===== src/rtl/drop_controller.sv =====
// drop_controller
//   Move-execution stage in front of the win checker. It takes a column
//   choice and finds the landing row from per-column height counters. It
//   read-modify-writes the piece into the 8x16 board RAM, then hands the RAM
//   to the checker (check_en) and latches the verdict. It also clears the
//   board after reset and on new_game, alternates players, and detects a
//   draw after 64 moves.
//
// Ports
//   clk, rst_n       clock, asynchronous active-low reset
//   new_game         level, restart the game (highest priority)
//   drop_req         one-cycle request to drop a piece in drop_col
//   drop_col[2:0]    target column, sampled with drop_req
//   ram_r_val[15:0]  board RAM read data, valid the cycle after ram_r_en
//   check_finished   checker done; g_win / o_win are sampled with it
//   g_win, o_win     checker verdicts
//   ram_addr[2:0]    board row address (row 0 = bottom)
//   ram_r_en         RAM read strobe
//   ram_w_en         RAM write strobe
//   ram_w_val[15:0]  RAM write data
//   check_en         level; the checker owns the RAM while high
//   busy             high except in IDLE and OVER (one-cycle lag on state)
//   cur_player       0 = G to move, 1 = O to move
//   illegal          one-cycle pulse: requested column is full
//   move_done        one-cycle pulse: a move was written and checked
//   game_over        level
//   winner[1:0]      00 none, 01 G, 10 O, 11 draw
module drop_controller (
    input  logic        clk,
    input  logic        rst_n,
    input  logic        new_game,
    input  logic        drop_req,
    input  logic [2:0]  drop_col,
    input  logic [15:0] ram_r_val,
    input  logic        check_finished,
    input  logic        g_win,
    input  logic        o_win,
    output logic [2:0]  ram_addr,
    output logic        ram_r_en,
    output logic        ram_w_en,
    output logic [15:0] ram_w_val,
    output logic        check_en,
    output logic        busy,
    output logic        cur_player,
    output logic        illegal,
    output logic        move_done,
    output logic        game_over,
    output logic [1:0]  winner
);

    typedef enum logic [2:0] {CLEAR, IDLE, READ, WRITE, CHECK, OVER} state_t;

    state_t      state;
    logic [2:0]  clr_row;
    logic [3:0]  height [8];
    logic [6:0]  move_cnt;
    logic [2:0]  col;
    logic [15:0] piece_mask;
    logic [15:0] piece_bits;

    // Column of the move in flight; pure data, captured on an accepted request.
    always_ff @(posedge clk) begin
        if (state == IDLE && drop_req)
            col <= drop_col;
    end

    // The row read in READ only arrives during the WRITE cycle, so the merge
    // of the new piece into that row is formed combinationally from the
    // returned data. Outside WRITE the bus carries zero, which is also the
    // value written while clearing.
    always_comb begin
        piece_mask = 16'h0003 << {col, 1'b0};
        piece_bits = (cur_player ? 16'h0002 : 16'h0001) << {col, 1'b0};
    end

    assign ram_w_val = (state == WRITE) ? ((ram_r_val & ~piece_mask) | piece_bits)
                                        : 16'h0000;

    always_ff @(posedge clk or negedge rst_n) begin
        if (!rst_n) begin
            state      <= CLEAR;
            clr_row    <= 3'd0;
            move_cnt   <= 7'd0;
            ram_addr   <= 3'd0;
            ram_r_en   <= 1'b0;
            ram_w_en   <= 1'b0;
            check_en   <= 1'b0;
            busy       <= 1'b1;
            cur_player <= 1'b0;
            illegal    <= 1'b0;
            move_done  <= 1'b0;
            game_over  <= 1'b0;
            winner     <= 2'b00;
            for (int i = 0; i < 8; i++)
                height[i] <= 4'd0;
        end else begin
            ram_r_en  <= 1'b0;
            ram_w_en  <= 1'b0;
            illegal   <= 1'b0;
            move_done <= 1'b0;
            busy      <= !(state == IDLE || state == OVER);

            if (new_game) begin
                // Abandon whatever is in flight; clearing restarts at row 0
                // for as long as new_game is held.
                state    <= CLEAR;
                clr_row  <= 3'd0;
                ram_addr <= 3'd0;
                check_en <= 1'b0;
            end else begin
                case (state)
                    CLEAR: begin
                        ram_w_en   <= 1'b1;
                        ram_addr   <= clr_row;
                        clr_row    <= clr_row + 3'd1;
                        move_cnt   <= 7'd0;
                        cur_player <= 1'b0;
                        game_over  <= 1'b0;
                        winner     <= 2'b00;
                        for (int i = 0; i < 8; i++)
                            height[i] <= 4'd0;
                        if (clr_row == 3'd7)
                            state <= IDLE;
                    end
                    IDLE: begin
                        if (drop_req) begin
                            if (height[drop_col] == 4'd8) begin
                                illegal <= 1'b1;
                            end else begin
                                ram_r_en <= 1'b1;
                                ram_addr <= height[drop_col][2:0];
                                state    <= READ;
                            end
                        end
                    end
                    READ: begin
                        ram_w_en <= 1'b1;
                        state    <= WRITE;
                    end
                    WRITE: begin
                        height[col] <= height[col] + 4'd1;
                        move_cnt    <= move_cnt + 7'd1;
                        check_en    <= 1'b1;
                        state       <= CHECK;
                    end
                    CHECK: begin
                        if (check_finished) begin
                            check_en  <= 1'b0;
                            move_done <= 1'b1;
                            if (g_win || o_win) begin
                                winner    <= {o_win, g_win};
                                game_over <= 1'b1;
                                state     <= OVER;
                            end else if (move_cnt == 7'd64) begin
                                winner    <= 2'b11;
                                game_over <= 1'b1;
                                state     <= OVER;
                            end else begin
                                cur_player <= ~cur_player;
                                state      <= IDLE;
                            end
                        end
                    end
                    OVER: ;
                    default: state <= CLEAR;
                endcase
            end
        end
    end

endmodule


===== config.mk =====
export PLATFORM = sky130hd
export DESIGN_NAME = drop_controller
export DESIGN_NICKNAME = d
export VERILOG_FILES = /design/src/rtl/drop_controller.sv
export SDC_FILE = /design/constraint.sdc
export NUM_CORES = 1
export LEC_CHECK = 0
export CAP_MARGIN = 25
export CORE_UTILIZATION = 58
export DETAILED_ROUTE_END_ITERATION = 8
export PLACE_DENSITY = 0.82
export SLEW_MARGIN = 20
export SYNTH_ARGS = -nofsm -noshare
export SYNTH_HDL_FRONTEND = slang
export SYNTH_SLANG_ARGS = --single-unit

===== constraint.sdc =====
create_clock -name clk -period 6.3 [get_ports clk]
set_clock_uncertainty 0.05 [all_clocks]
set_input_delay 1.575 -clock clk [delete_from_list [all_inputs] [get_ports clk]]
set_output_delay 1.575 -clock clk [all_outputs]
set_load 0.02 [all_outputs]

## Yosys cells after proc, flatten, opt, wreduce, memory -nomap -nowiden

Cells that the tools add are included.

| storage, ports and cells | value |
|---|---|
| register bits after elaboration | 61 |
| word-level logic and storage cells | 127 |

| cells by class | value |
|---|---|
| muxes and demuxes | 55 |
| equality and inequality tests | 17 |
| $lt $le $gt $ge | 3 |
| shifts and indexed selects | 2 |
| bitwise logic cells | 7 |
| reduce and logical (&&, ||, !) cells | 18 |
| add/subtract/negate cells | 3 |

Operators with widths:

| operator | number |
|---|---|
| 32-bit case mux with 2 select lines | 1 |
| 3-bit two-way mux | 12 |
| 32-bit bitwise mux | 1 |
| 4-bit binary-select mux with 3-bit select | 2 |
| 1-bit two-way mux | 21 |
| 4-bit two-way mux | 5 |
| 3-bit case mux with 6 select lines | 1 |
| 16-bit AND | 1 |
| 16-bit two-way mux | 1 |
| 16-bit inverter | 1 |
| 16-bit OR | 1 |
| 2-bit by 4-bit << shifter with 16-bit output | 1 |
| 2-bit by 4-bit << shifter with 16-bit output (first input constant) | 1 |
| 3-bit inequality test (second input constant) | 5 |
| 7-bit case mux with 2 select lines | 1 |
| 4-bit demux with 3-bit select | 1 |
| 5-bit AND reduction | 2 |
| 3-bit equality test (second input constant) | 3 |
| 4-bit >= comparator (second input constant) | 2 |
| 2-bit two-way mux | 4 |
| 2-bit inequality test (second input constant) | 4 |
| 3-bit inverter with 4-bit output | 2 |
| 7-bit by 1-bit adder with 7-bit output (second input constant) | 1 |
| 7-bit equality test (second input constant) | 1 |
| other kinds (20) | 30 |

## Logic depth before layout (Yosys ltp)

Gate-level depths: netlist of run 1.

| logic depth | value |
|---|---|
| depth in word-level cells | 9 |
| gate-level depth with buffers | 9 |
| gate-level depth less buffers | 8 |

## Least setup slack after synthesis of run 1

Ideal clock, no wire load.

| timing | value |
|---|---|
| path type | reg2out |
| start | reg col[2] |
| end | out ram_w_val[0] |
| arrival | 2.048 ns |
| path buffers | 2 |
| setup slack | 2.627 ns |
| cell stages (with the launch flop) | 7 |
| required time | 4.675 ns |
| cell sequence | edfxtp_1 -> clkbuf_8 -> or3_2 -> dlygate4sd3_1 -> nor2_1 -> a21oi_1 -> nor2_1 |

| on the way | value |
|---|---|
| word-level cells in the longest chain between the ends | 5 |

RTL lines:

| what | RTL line | RTL |
|---|---|---|
| start, declared | 57 | `logic [2:0] col;` |
| start signal, assigned | 64 | `col <= drop_col;` |
| 2-bit by 4-bit << shifter with 16-bit output | 72 | `piece_mask = 16'h0003 << {col, 1'b0};` |
| 16-bit inverter | 76 | `assign ram_w_val = (state == WRITE) ? ((ram_r_val & ~piece_mask) \| piece_bits)` |
| 16-bit AND | 76 |  |
| 16-bit OR (*) | 76 |  |
| 16-bit two-way mux (*) | 76 |  |
| end, declared | 41 | `output logic [15:0] ram_w_val,` |

Mark *: on every way between the ends. The rest lies on a longest branch, timed or not.

## Worst setup path in the final report of run 1

| timing | value |
|---|---|
| start | in ram_r_val[1] |
| end | out ram_w_val[1] |

| on the way | value |
|---|---|
| word-level cells in the longest chain between the ends | 3 |

RTL lines:

| what | RTL line | RTL |
|---|---|---|
| start, declared | 34 | `input logic [15:0] ram_r_val,` |
| 16-bit AND | 76 |  |
| 16-bit OR | 76 |  |
| 16-bit two-way mux | 76 |  |

No other way between the ends.

==> results of run 1 <==
==> power by group <==
part           total, mW  switching (mW)  internal, mW  leakage, nW
registers          0.411         0.00830         0.403        0.826
clock network      0.438           0.154         0.284        0.127
logic             0.0886          0.0497        0.0390        0.828
==> cell usage in the layout, fill, tap and decap left out, types with 4 or more instances in the layout <==
cell,count
nand2_1,59
dfrtp_1,57
clkdlybuf4s50_1,53
nor2_1,38
o21ai_0,34
a21oi_1,26
clkbuf_8,11
mux2i_1,10
mux4_2,9
inv_1,9
nor3_1,9
a22o_1,8
o31ai_1,8
nor3b_1,5
ha_1,5
a211oi_1,4
==> final timing paths <==
path / startpoint / end / cells after the start
max in group asynchronous: rst_n / cur_player$_DFFE_PN0P_ / 2
setup reg to reg: col[2]$_DFFE_PP_ / height[26]$_DFFE_PN0P_ / 8
hold / removal: game_over$_DFFE_PN0P_ / game_over$_DFFE_PN0P_ / 2
min in group asynchronous: rst_n / height[23]$_DFFE_PN0P_ / 2
hold reg to reg: game_over$_DFFE_PN0P_ / game_over$_DFFE_PN0P_ / 2
setup / recovery: ram_r_val[1] / ram_w_val[1] / 4
==> state kept, by name, indices dropped and copies added, names as in the netlist, 2 cells and up <==
register / cells
winner: 2
state: 3
col: 3
move_cnt: 7
ram_addr: 3
clr_row: 3
height: 32
==> critical path, stage by stage <==
cell and delay, ns:
clkdlybuf4s50_1 0.46, nand2_1 0.05, a21oi_1 0.16, clkdlybuf4s50_1 0.65
==> cells by family after synthesis <==
group / Yosys count / share of synthesized area, %
buffers and inverters: 28 / 5.14
multiplexers: 25 / 12.2
XOR/XNOR: 6 / 1.71
AO/OA/AOI/OAI: 91 / 15.9
adder cells (fa/ha/maj): 5 / 1.78
flip-flops: 61 / 44.0
AND/OR/NAND/NOR: 142 / 19.3
==> synth_stat cells (5+ instances only) <==
master    instances
nor3_1            9
inv_1             9
a21oi_1          26
o21ai_0          34
a22o_1            8
o31ai_1           8
clkbuf_1          8
nor2_1           38
mux4_2            9
nand2_1          59
mux2i_1          10
ha_1              5
nor3b_1           5
dfrtp_1          57
==> routing by layer <==
layer / wire [um] / up-vias
met4: 349 / 0
met1: 3930 / 1529
li1: - / 1382
met5: 0 / -
met3: 682 / 34
met2: 4370 / 167
==> through the flow <==
step	std cells	power, mW
floorplan	358	0.462
global placement	466	0.503
detailed placement	466	0.505
CTS	482	0.936
global route	482	0.960
finish	482	0.938
==> final cells by class <==
type	count	area (um2)
Fill cell	386	1430
Multi-Input combinational cell	269	1790
Clock buffer	12	155
Sequential cell	61	1540
Tap cell	72	90.1
Inverter	9	33.8
Timing Repair Buffer	55	543
Clock inverter	4	95.1
==> flow_summary.toml, run 1 <==
[run_status]
status = "finished, final reports clean"

[synthesis]
synth-main-ff-cell = "dfrtp_1"
ys_top_cells_by_area = "dfrtp_1, nand2_1, mux4_2"
ys_ff_latch = 61
synth_area_per_cell_um2 = 9.80
synth_cells = 358
postSynthNetCount = 389
synth_edf_count = 3
yosys.area.top_type = "dfrtp_1"
syn-cell-area_um2 = 3510
ys_types = 56
synth_warnings = 0
async_flop_share_pct = 95.1
synth_top_area_share_pct = 40.7
synth-seq-area-share_pct = 44.0

[layout]
drive_gt1_share_pct = 11.0
nets = 436
antenna_cells = 0
area_growth_syn_to_layout_pct = 21.0
design_area_um2 = 4250
postLayoutCoreUtil_pct = 74.8

[routing]
remaining_drc_errors = 0
post_drt_wl_per_cell_um = 19.4
final_antenna_net_count = 0
drt_iter0_drc = 333
drtPass1Iterations = 5
viasPerCell = 6.46
via_count = 3112
wirelength_um = 9330

[worst_setup_path]
crit_arrival_ns = 2.90
worstSetupEndpointType = "output port"
critPathLaunchType = "primary input"
required_ns = 4.68
critical_path_class = "primary input to output port"
critPathMaxFanout = 1
r2r_slack_ns = 3.34

[placement]
dp_hpwl_um = 6210
globalplace.congestion = 0.896
postPlaceCellArea_um2 = 4000
port_buffers = 54
pre_cts_ws_ns = 1.78

[grt]
grt_usage_pct = 32.3
antenna_found_initial = 0
grt_max_degree = 59
grt_pass1_wl_um = 15200
grt_pass1_vias = 3129
global_route.usage.met3_pct = 3.89
use_met2_pct = 50.3
grt-busiest-layer = "met2"
met1_usage_pct = 44.1
grt_overflow = 0

[timing]
slew_headroom_pct = 40.5
min_period_ns = 4.53
hold_ws_ns = 0.456
rsz0062_at_grt = "no"
fin_tns_setup_ns = 0
setup_viol = 0
worstMarginPinSlew_ns = 0.892
slew_violations = 0
fmax_ghz = 0.221
period_share_pct = 71.8
hold_violations = 0
setup_slack_ns = 1.77

[power]
power.leakage_nw = 1.78
power_density_nw_per_um2 = 221
irDropWorstVdd_mv = 0.113

[cts]
clk_pin_slew_ns = 0.06
cts-resized-gates = 0
root_buffer = "clkbuf_8"
cts_sinks = 61
cts_tree = "built"
ctsHoldBuffers = 0
post-cts-setup-buffers = 0
insertion_delay_ns = 0.34
cts_buffers = 9
cts_max_level = 3
cts_buffer_depth = 2

[hold_path]
hp-class = "register to register"

[floorplan]
io_pins = 55
fp-row-count = 27
coreArea_um2 = 5680
die_w_um = 79.8
initial_utilization_pct = 61.8
die_area_um2 = 6360
die_y_um = 79.8

[run]
drv_cap = 0
No activity file was read; power rests on OpenSTA's default activity.
==> inputs of run 2 (changes only) <==
--- a/config.mk
+++ b/config.mk
@@ -6,9 +6,9 @@
 export NUM_CORES = 1
 export LEC_CHECK = 0
 export CAP_MARGIN = 25
-export CORE_UTILIZATION = 58
+export CORE_UTILIZATION = 54
 export DETAILED_ROUTE_END_ITERATION = 8
-export PLACE_DENSITY = 0.82
+export PLACE_DENSITY = 0.77
 export SLEW_MARGIN = 20
 export SYNTH_ARGS = -nofsm -noshare
 export SYNTH_HDL_FRONTEND = slang
==> constraint.sdc (replaced) <==
create_clock -name clk -period 4.25 [get_ports clk]
set_clock_uncertainty 0.05 [all_clocks]
set_input_delay 1.0625 -clock clk [delete_from_list [all_inputs] [get_ports clk]]
set_output_delay 1.0625 -clock clk [all_outputs]
set_load 0.02 [all_outputs]
==> flow_summary.toml, run 2 (synthesis results as in run 1) <==
[run_status]
status = "finished, final reports clean"

[placement]
post-place-cells = 473
pre_cts_ws_ns = 0.633
port_buffers = 54
globalplace.congestion = 0.875
dp_hpwl_um = 6680

[grt]
global_route.usage.met3_pct = 5.93
grt_overflow = 0
grt_pass1_vias = 2822
grt_usage_pct = 29.4
use_met2_pct = 45.8
met1_usage_pct = 38.8
grt_pass1_wl_um = 14500
grt_max_degree = 33
antenna_found_initial = 0
grt-busiest-layer = "met2"

[timing]
slew_violations = 0
hold_ws_ns = 0.451
hold_violations = 0
slew_headroom_pct = 47.0
min_period_ns = 3.76
setup_slack_ns = 0.492
period_share_pct = 88.4
worstMarginPinSlew_ns = 0.795
fmax_ghz = 0.266
fin_tns_setup_ns = 0
rsz0062_at_grt = "no"
setup_viol = 0

[power]
power_mw = 1.33
power.leakage_nw = 1.78
irDropWorstVdd_mv = 0.241
power_density_nw_per_um2 = 313

[cts]
ctsHoldBuffers = 0
post-cts-setup-buffers = 0
cts_sinks = 61
clk_pin_slew_ns = 0.07
cts_max_level = 3
cts-resized-gates = 0
root_buffer = "clkbuf_8"
cts_tree = "built"
cts_buffers = 9
cts_buffer_depth = 2
insertion_delay_ns = 0.34

[layout]
largest_reg_flops = 32
nets = 438
nFillCells = 519
final_common_cell = "nand2_1"
antenna_cells = 0
drive_gt1_share_pct = 11.4
area_growth_syn_to_layout_pct = 20.9
largest-register = "height"
final_cell_mix = "nand2_1, dfrtp_1, clkdlybuf4s50_1, nor2_1, o21ai_0"
reg.largest.list = "height: 32 flops, move_cnt: 7 flops"
fin_cells = 489

[hold_path]
holdPathEnd = "game_over$_DFFE_PN0P_"
worstHoldPathCells = 2
hp-class = "register to register"
worst_hold_startpoint = "game_over$_DFFE_PN0P_"

[worst_setup_path]
crit_path_frequent_cell = "nor2_1"
critical_path_class = "register to output port"
critPathLaunchType = "register"
crit_family = "simple AND/OR/NAND/NOR gates"
r2r_slack_ns = 1.38
critPathMaxFanout = 22
r2r_start = "col[1]$_DFFE_PP_"
regToRegEndpoint = "height[2]$_DFFE_PN0P_"
path_buf_inv = 1
required_ns = 3.14
critPathSlowestCell = "edfxtp_1"
crit_chain = "nor2_1 -> nand2_1 -> nor2_1 -> a21oi_1 -> nor2_1 -> clkdlybuf4s50_1"
worstSetupEndpointType = "output port"
r2r_cells = 8
slowest_delay_ns = 0.72
crit_arrival_ns = 2.65

[floorplan]
die_y_um = 82.6
die_area_um2 = 6820
fp-row-count = 29
coreArea_um2 = 6310
die_w_um = 82.6
initial_utilization_pct = 55.6
io_pins = 55

[run]
drv_cap = 0

[routing]
drt_iter0_drc = 261
remaining_drc_errors = 0
wirelength_um = 9140
post_drt_wl_per_cell_um = 18.7
viasPerCell = 6.18
via_count = 3023
drtPass1Iterations = 5
final_antenna_net_count = 0
[run 2: cell count changes in the layout (fill, tap and decap cells not counted)]
cell / previous run / this run
buf_4: 1 / 3
bufinv_16: 3 / 2
clkinv_2: 1 / 2
[run 2: metal layers]
layer  vias to the layer above  share of wire [%]
met5                         -                  0
li1                       1384                  -
met4                         0                3.3
met1                      1469                 42
met3                        26                6.4
met2                       144                 48
[run 2: report_power, final]
part,total [mW],switching (mW),internal (mW),leakage (nW)
Clock,0.587,0.227,0.361,0.116
Combinational,0.129,0.0709,0.0585,0.837
Sequential,0.610,0.0123,0.597,0.826
Total,1.33,0.310,1.02,1.78
[run 2: worst max path at each step]
stage	cells past startpoint	startpoint	endpoint
floorplan	6	col[2]$_DFFE_PP_	ram_w_val[0]
global placement	7	drop_col[0]	ram_addr[2]$_DFFE_PN0P_
detailed placement	7	drop_col[0]	ram_addr[2]$_DFFE_PN0P_
CTS	6	col[1]$_DFFE_PP_	ram_w_val[8]
global route	5	col[1]$_DFFE_PP_	ram_w_val[6]
finish	6	col[1]$_DFFE_PP_	ram_w_val[8]
[run 2: worst reg2reg max path: stages (launching register included)]
cell and delay [ns]:
edfxtp_1 0.72, nor2_1 0.40, nand2_1 0.27, o221ai_1 0.43
nor2_1 0.10, ha_1 0.22, xnor2_1 0.15, nand2_1 0.20
o21ai_0 0.25
[run 2: stage by stage]
step,instance area (um2),util [%]
6_report,4240,67.2
5_1_grt,4240,67.2
4_1_cts,4240,67.2
3_5_place_dp,4020,63.6
3_3_place_gp,4020,63.6
2_1_floorplan,3510,-
[run 2: layout make-up]
class	instances	area, um2	area share, %
well taps	77	96.3	2.27
repair buffers	57	558	13.2
clock inverters	4	70.1	1.65
inverters	9	33.8	0.796
multi-input cells	269	1790	42.1
clock buffers	12	155	3.66
flip-flops and latches	61	1540	36.4
==> RTL change 1, RTL diff (flow settings as in run 1) <==
Reset style: synchronous (`rst_n`), changed in one clocked block. Comments in the files are not updated.
--- a/src/rtl/drop_controller.sv
+++ b/src/rtl/drop_controller.sv
@@ -76,7 +76,7 @@
     assign ram_w_val = (state == WRITE) ? ((ram_r_val & ~piece_mask) | piece_bits)
                                         : 16'h0000;
 
-    always_ff @(posedge clk or negedge rst_n) begin
+    always_ff @(posedge clk) begin
         if (!rst_n) begin
             state      <= CLEAR;
             clr_row    <= 3'd0;
Check against the original RTL: differs if rst_n is asserted again (counterexample within 4 cycles, from zero or initial values and one cycle with rst_n low); with rst_n held inactive, the same outputs for 10 cycles.
==> RTL change 1 against run 1 <==
Non-clock buffer count stayed put; count of clock-buffer cells in the layout fell by 2; area after synthesis down 1.0%; register-to-register slack better by 0.02 ns; power decreased by 8.1%; wire length is 15% lower; hold slack got worse by 0.027 ns; die area decreased by 0.98%; sequential cell count is 3 higher; combinational power fell by 29%; setup slack improved by 0.083 ns; core utilization is 0.44 points lower; cell area shrank 1.2%.
==> RTL change 1: results (changes against run 1) <==
[place]
dp.cells=446  ; -4.3%
dpl_cell_area_um2=4000  ; about the same
dpl_worst_slack_ns=1.82  ; +0.0435 ns
gp_congestion=0.857  ; -4.4%

[worst_setup_path]
rr_worst_depth=5  ; -3
crit_start=ram_r_val[12]
max_stage_delay_ns=0.61  ; -0.04 ns
cp.arrival_ns=2.82  ; -0.08 ns

[finish]
nNetsFinal=417  ; -4.4%
n_fill_cell=390  ; +1.0%
final_layout_size_suffix_gt1_share_pct=8.18  ; -2.8 points
seq_share_pct=38.9  ; +2.6 points
regArea_um2=1630  ; +5.8%
instances_no_fill=463  ; -3.9%
final-clk-cell-share_pct=4.47  ; -1.4 points
multi_input_area_share_pct=40.4  ; -1.6 points
seq_cell_count=64  ; +4.9%
nNonClkInverters=10  ; +1

[global_route]
grt_max_degree=27  ; -54%
grt_usage_pct=27.8  ; -4.5 points
grt_pass1_vias=2632  ; -16%
grt_pass1_wl_mm=12.8  ; -16%

[power]
p_leak_nw=1.57  ; -12%

[route]
wl_per_cell_um=17.1  ; -12%
m1WireLength_mm=3.44  ; -12%
wl_met2_mm=3.76  ; -14%
dr.pass1.iters=4  ; -1
drt_iter0_drc=178  ; -47%

[yosys]
syn_nets=372  ; -4.4%
synthFlopType=edfxtp_1
ys_top_cells_by_count=74 x nor2_1, 38 x nand2_1, 35 x edfxtp_1, 29 x dfxtp_1, 16 x a21oi_1
ys_async_sr_fraction_pct=0  ; -95 points
synth_cell_type_count=43  ; -23%
synth_cells=341  ; -4.7%
seq_area_frac_synth_pct=47.0  ; +3.0 points

[timing]
maxSlewHeadroom_pct=45.1  ; +4.6 points
min_period_ns=4.44  ; -0.0826 ns

[hold_path]
worstHoldStart=clr_row[2]
whs_endpoint=clr_row[2]

[run_status]
outcome=finished, final reports clean

[die]
core_area_um2=5640  ; -0.60%

[RTL change 1: routing by layer]
metal,vias to the layer above,track usage (%)
met5,-,0
li1,1314,-
met3,14,5.26
met2,110,43.1
met4,0,13.3
met1,1323,37.6
[RTL change 1: worst reg2reg max path, stage by stage, from the launching register on]
cell and delay (ns):
dfxtp_1 0.65, mux4_2 0.57, mux2_2 0.40, ha_1 0.24, xnor2_1 0.66, nor2_1 0.10
[RTL change 1: kinds of logic after synthesis]
group	count (synthesis)	share of synthesized area [%]
flops	64	47.0
xor+xnor	8	2.02
compound gates	43	8.21
simple gates	157	20.5
buf+inv	31	4.18
fa+ha+maj	5	1.80
mux	33	16.3
[RTL change 1: power by group]
part / switching [mW] / internal (mW) / leakage (nW)
logic: 0.0300 / 0.0325 / 0.856
registers: 0.00685 / 0.449 / 0.619
clock network: 0.163 / 0.181 / 0.0937
total: 0.200 / 0.662 / 1.57
==> RTL change 2, RTL diff (flow settings as in run 1) <==
Without the edit above. Put one more register stage on the output `ram_addr`, cleared by the reset. The value now appears one clock later. The other outputs are not delayed to match.
--- a/src/rtl/drop_controller.sv
+++ b/src/rtl/drop_controller.sv
@@ -50,6 +50,8 @@
 
     typedef enum logic [2:0] {CLEAR, IDLE, READ, WRITE, CHECK, OVER} state_t;
 
+    logic [2:0] ram_addr_s0;
+
     state_t      state;
     logic [2:0]  clr_row;
     logic [3:0]  height [8];
@@ -81,7 +83,7 @@
             state      <= CLEAR;
             clr_row    <= 3'd0;
             move_cnt   <= 7'd0;
-            ram_addr   <= 3'd0;
+            ram_addr_s0 <= 3'd0;
             ram_r_en   <= 1'b0;
             ram_w_en   <= 1'b0;
             check_en   <= 1'b0;
@@ -105,13 +107,13 @@
                 // for as long as new_game is held.
                 state    <= CLEAR;
                 clr_row  <= 3'd0;
-                ram_addr <= 3'd0;
+                ram_addr_s0 <= 3'd0;
                 check_en <= 1'b0;
             end else begin
                 case (state)
                     CLEAR: begin
                         ram_w_en   <= 1'b1;
-                        ram_addr   <= clr_row;
+                        ram_addr_s0 <= clr_row;
                         clr_row    <= clr_row + 3'd1;
                         move_cnt   <= 7'd0;
                         cur_player <= 1'b0;
@@ -128,7 +130,7 @@
                                 illegal <= 1'b1;
                             end else begin
                                 ram_r_en <= 1'b1;
-                                ram_addr <= height[drop_col][2:0];
+                                ram_addr_s0 <= height[drop_col][2:0];
                                 state    <= READ;
                             end
                         end
@@ -168,5 +170,13 @@
         end
     end
 
+    always_ff @(posedge clk or negedge rst_n) begin
+        if (!rst_n) begin
+            ram_addr <= '0;
+        end else begin
+            ram_addr <= ram_addr_s0;
+        end
+    end
+
 endmodule
 
Formal check against the unedited RTL: not equivalent (a bounded check fails within 4 cycles, from zero or initial values and one cycle with rst_n low).
==> RTL change 2 against run 1 <==
Sequential cell count grew 3; setup slack gained 0.034 ns; area after synthesis increased by 2.2%; cell area increased by 3.2%; via count rose by 0.58%; power down 0.30%; wire length decreased by 3.1%; maximum frequency rose by 0.75%; critical path type unchanged; critical endpoint is now ram_w_val[7].
==> RTL change 2: results (changes against run 1) <==
[global_route]
grt_usage_pct=30.3  ; -2.0 points
grt_max_degree=62  ; +5.1%
met3_usage_pct=8.52  ; +4.6 points
grt_pass1_wl_mm=14.5  ; -5.0%
grt_pass1_vias=2989  ; -4.5%
grt_use_met2_pct=48.6  ; -1.8 points
globalRouteMet1Util_pct=38.4  ; -5.6 points

[finish]
n_fill_cell=412  ; +6.7%
nNetsFinal=452  ; +3.7%
final_layout_size_suffix_gt1_share_pct=9.39  ; -1.6 points
n_antenna_cell=0  ; unchanged
instances_no_fill=501  ; +3.9%

[place]
gp_congestion=0.890  ; -0.73%
dp_hpwl_mm=6.22  ; +0.13%
dp.cells=485  ; +4.1%
dpl_worst_slack_ns=1.82  ; +0.0418 ns
dpl_cell_area_um2=4130  ; +3.4%

[yosys]
avgSynthCellArea_um2=9.54  ; -2.7%
ys_async_sr_fraction_pct=95.3  ; +0.23 points
seq_area_frac_synth_pct=45.1  ; +1.1 points
yosys-top-cells-area=dfrtp_1 42%, nand2_1 6.6%, nor2_1 4.6%
ys_top_cells_by_count=63 x nand2_1, 60 x dfrtp_1, 44 x nor2_1, 31 x o21ai_0, 24 x a21oi_1
ys_warn_count=0  ; unchanged
synthFlopType=dfrtp_1
synth-xor-area-share_pct=1.92  ; +0.21 points
syn_nets=407  ; +4.6%
synth_compound_area_share_pct=15.7  ; -0.17 points
muxShareOfSynthArea_pct=12.5  ; +0.26 points
synth_cell_type_count=52  ; -7.1%
synthAdderAreaFrac_pct=1.74  ; -0.039 points

[power]
switching_power_uw=219  ; +3.3%
p_leak_nw=1.88  ; +5.8%
ir_drop_mv=0.156  ; +38%

[worst_setup_path]
rrSetupSlack_ns=3.41  ; +0.07 ns
max_stage_delay_ns=0.62  ; -0.03 ns
cp_slowest_cell=clkdlybuf4s50_1
cp.arrival_ns=2.87  ; -0.03 ns
critical_path.max_fanout=1  ; unchanged

[route]
wl_per_cell_um=18.0  ; -6.8%
drt_iter0_drc=243  ; -27%
m1WireLength_mm=3.82  ; -2.8%
dr.pass1.iters=5  ; unchanged
wl_met2_mm=4.40  ; +0.53%
routed-wl-met3_um=601  ; -12%
routed.top_layer=met4
route.vias.total=3130  ; +0.58%

[timing]
hold_violations=0  ; unchanged
min_period_ns=4.49  ; -0.0336 ns
maxSlewHeadroom_pct=37.2  ; -3.3 points
holdWs_ns=0.342  ; -0.114 ns

[clock_tree]
clk_pin_slew_ns=0.08  ; +0.02 ns
clockBufferDepth=2  ; unchanged
post_cts_buffers=0  ; unchanged
clk_latency_ns=0.36  ; +0.02 ns

[run_status]
outcome=finished, final reports clean

[RTL change 2: cell count changes after synthesis, moves of 4 or more]
cell     before  now
mux2i_1      10   15
nand2_1      59   63
nor3b_1       5    1
mux4_2        9    4
nor2_1       38   44
o21ai_1       0    5
o31ai_1       8    1
mux4_1        2    6
buf_2         1    8
[RTL change 2: cell type report]
class,instances,area (µm²),area share [%]
multi-input cells,281,1840,41.9
flip-flops and latches,64,1620,36.9
repair buffers,57,558,12.7
clock buffers,9,124,2.83
clock inverters,7,119,2.71
well taps,75,93.8,2.14
inverters,8,30.0,0.686
[RTL change 2: power groups by stage]
stage | Clock, mW | Sequential, mW | Combinational (mW)
2_1_floorplan | 0 | 0.436 | 0.0308
3_3_place_gp | 0 | 0.432 | 0.0708
3_5_place_dp | 0 | 0.433 | 0.0731
4_1_cts | 0.438 | 0.425 | 0.0734
5_1_grt | 0.455 | 0.425 | 0.0806
6_report | 0.437 | 0.425 | 0.0732
[RTL change 2: worst paths after layout]
check / cells after the start / endpoint / startpoint
max in group asynchronous: 2 / height[19] / rst_n
min in group asynchronous: 2 / height[5] / rst_n
worst min register to register: 0 / ram_addr[1] / ram_addr_s0[1]
worst max-delay path: 4 / ram_w_val[7] / ram_r_val[7]
worst max register to register: 5 / height[0] / col[1]
worst min-delay path: 0 / ram_addr[1] / ram_addr_s0[1]
[RTL change 2: critical path: cells and delay by family]
kind | cells | cell delay (ns)
buffers and inverters | 2 | 1.09
AO/OA/AOI/OAI | 1 | 0.15
AND/OR/NAND/NOR | 1 | 0.05
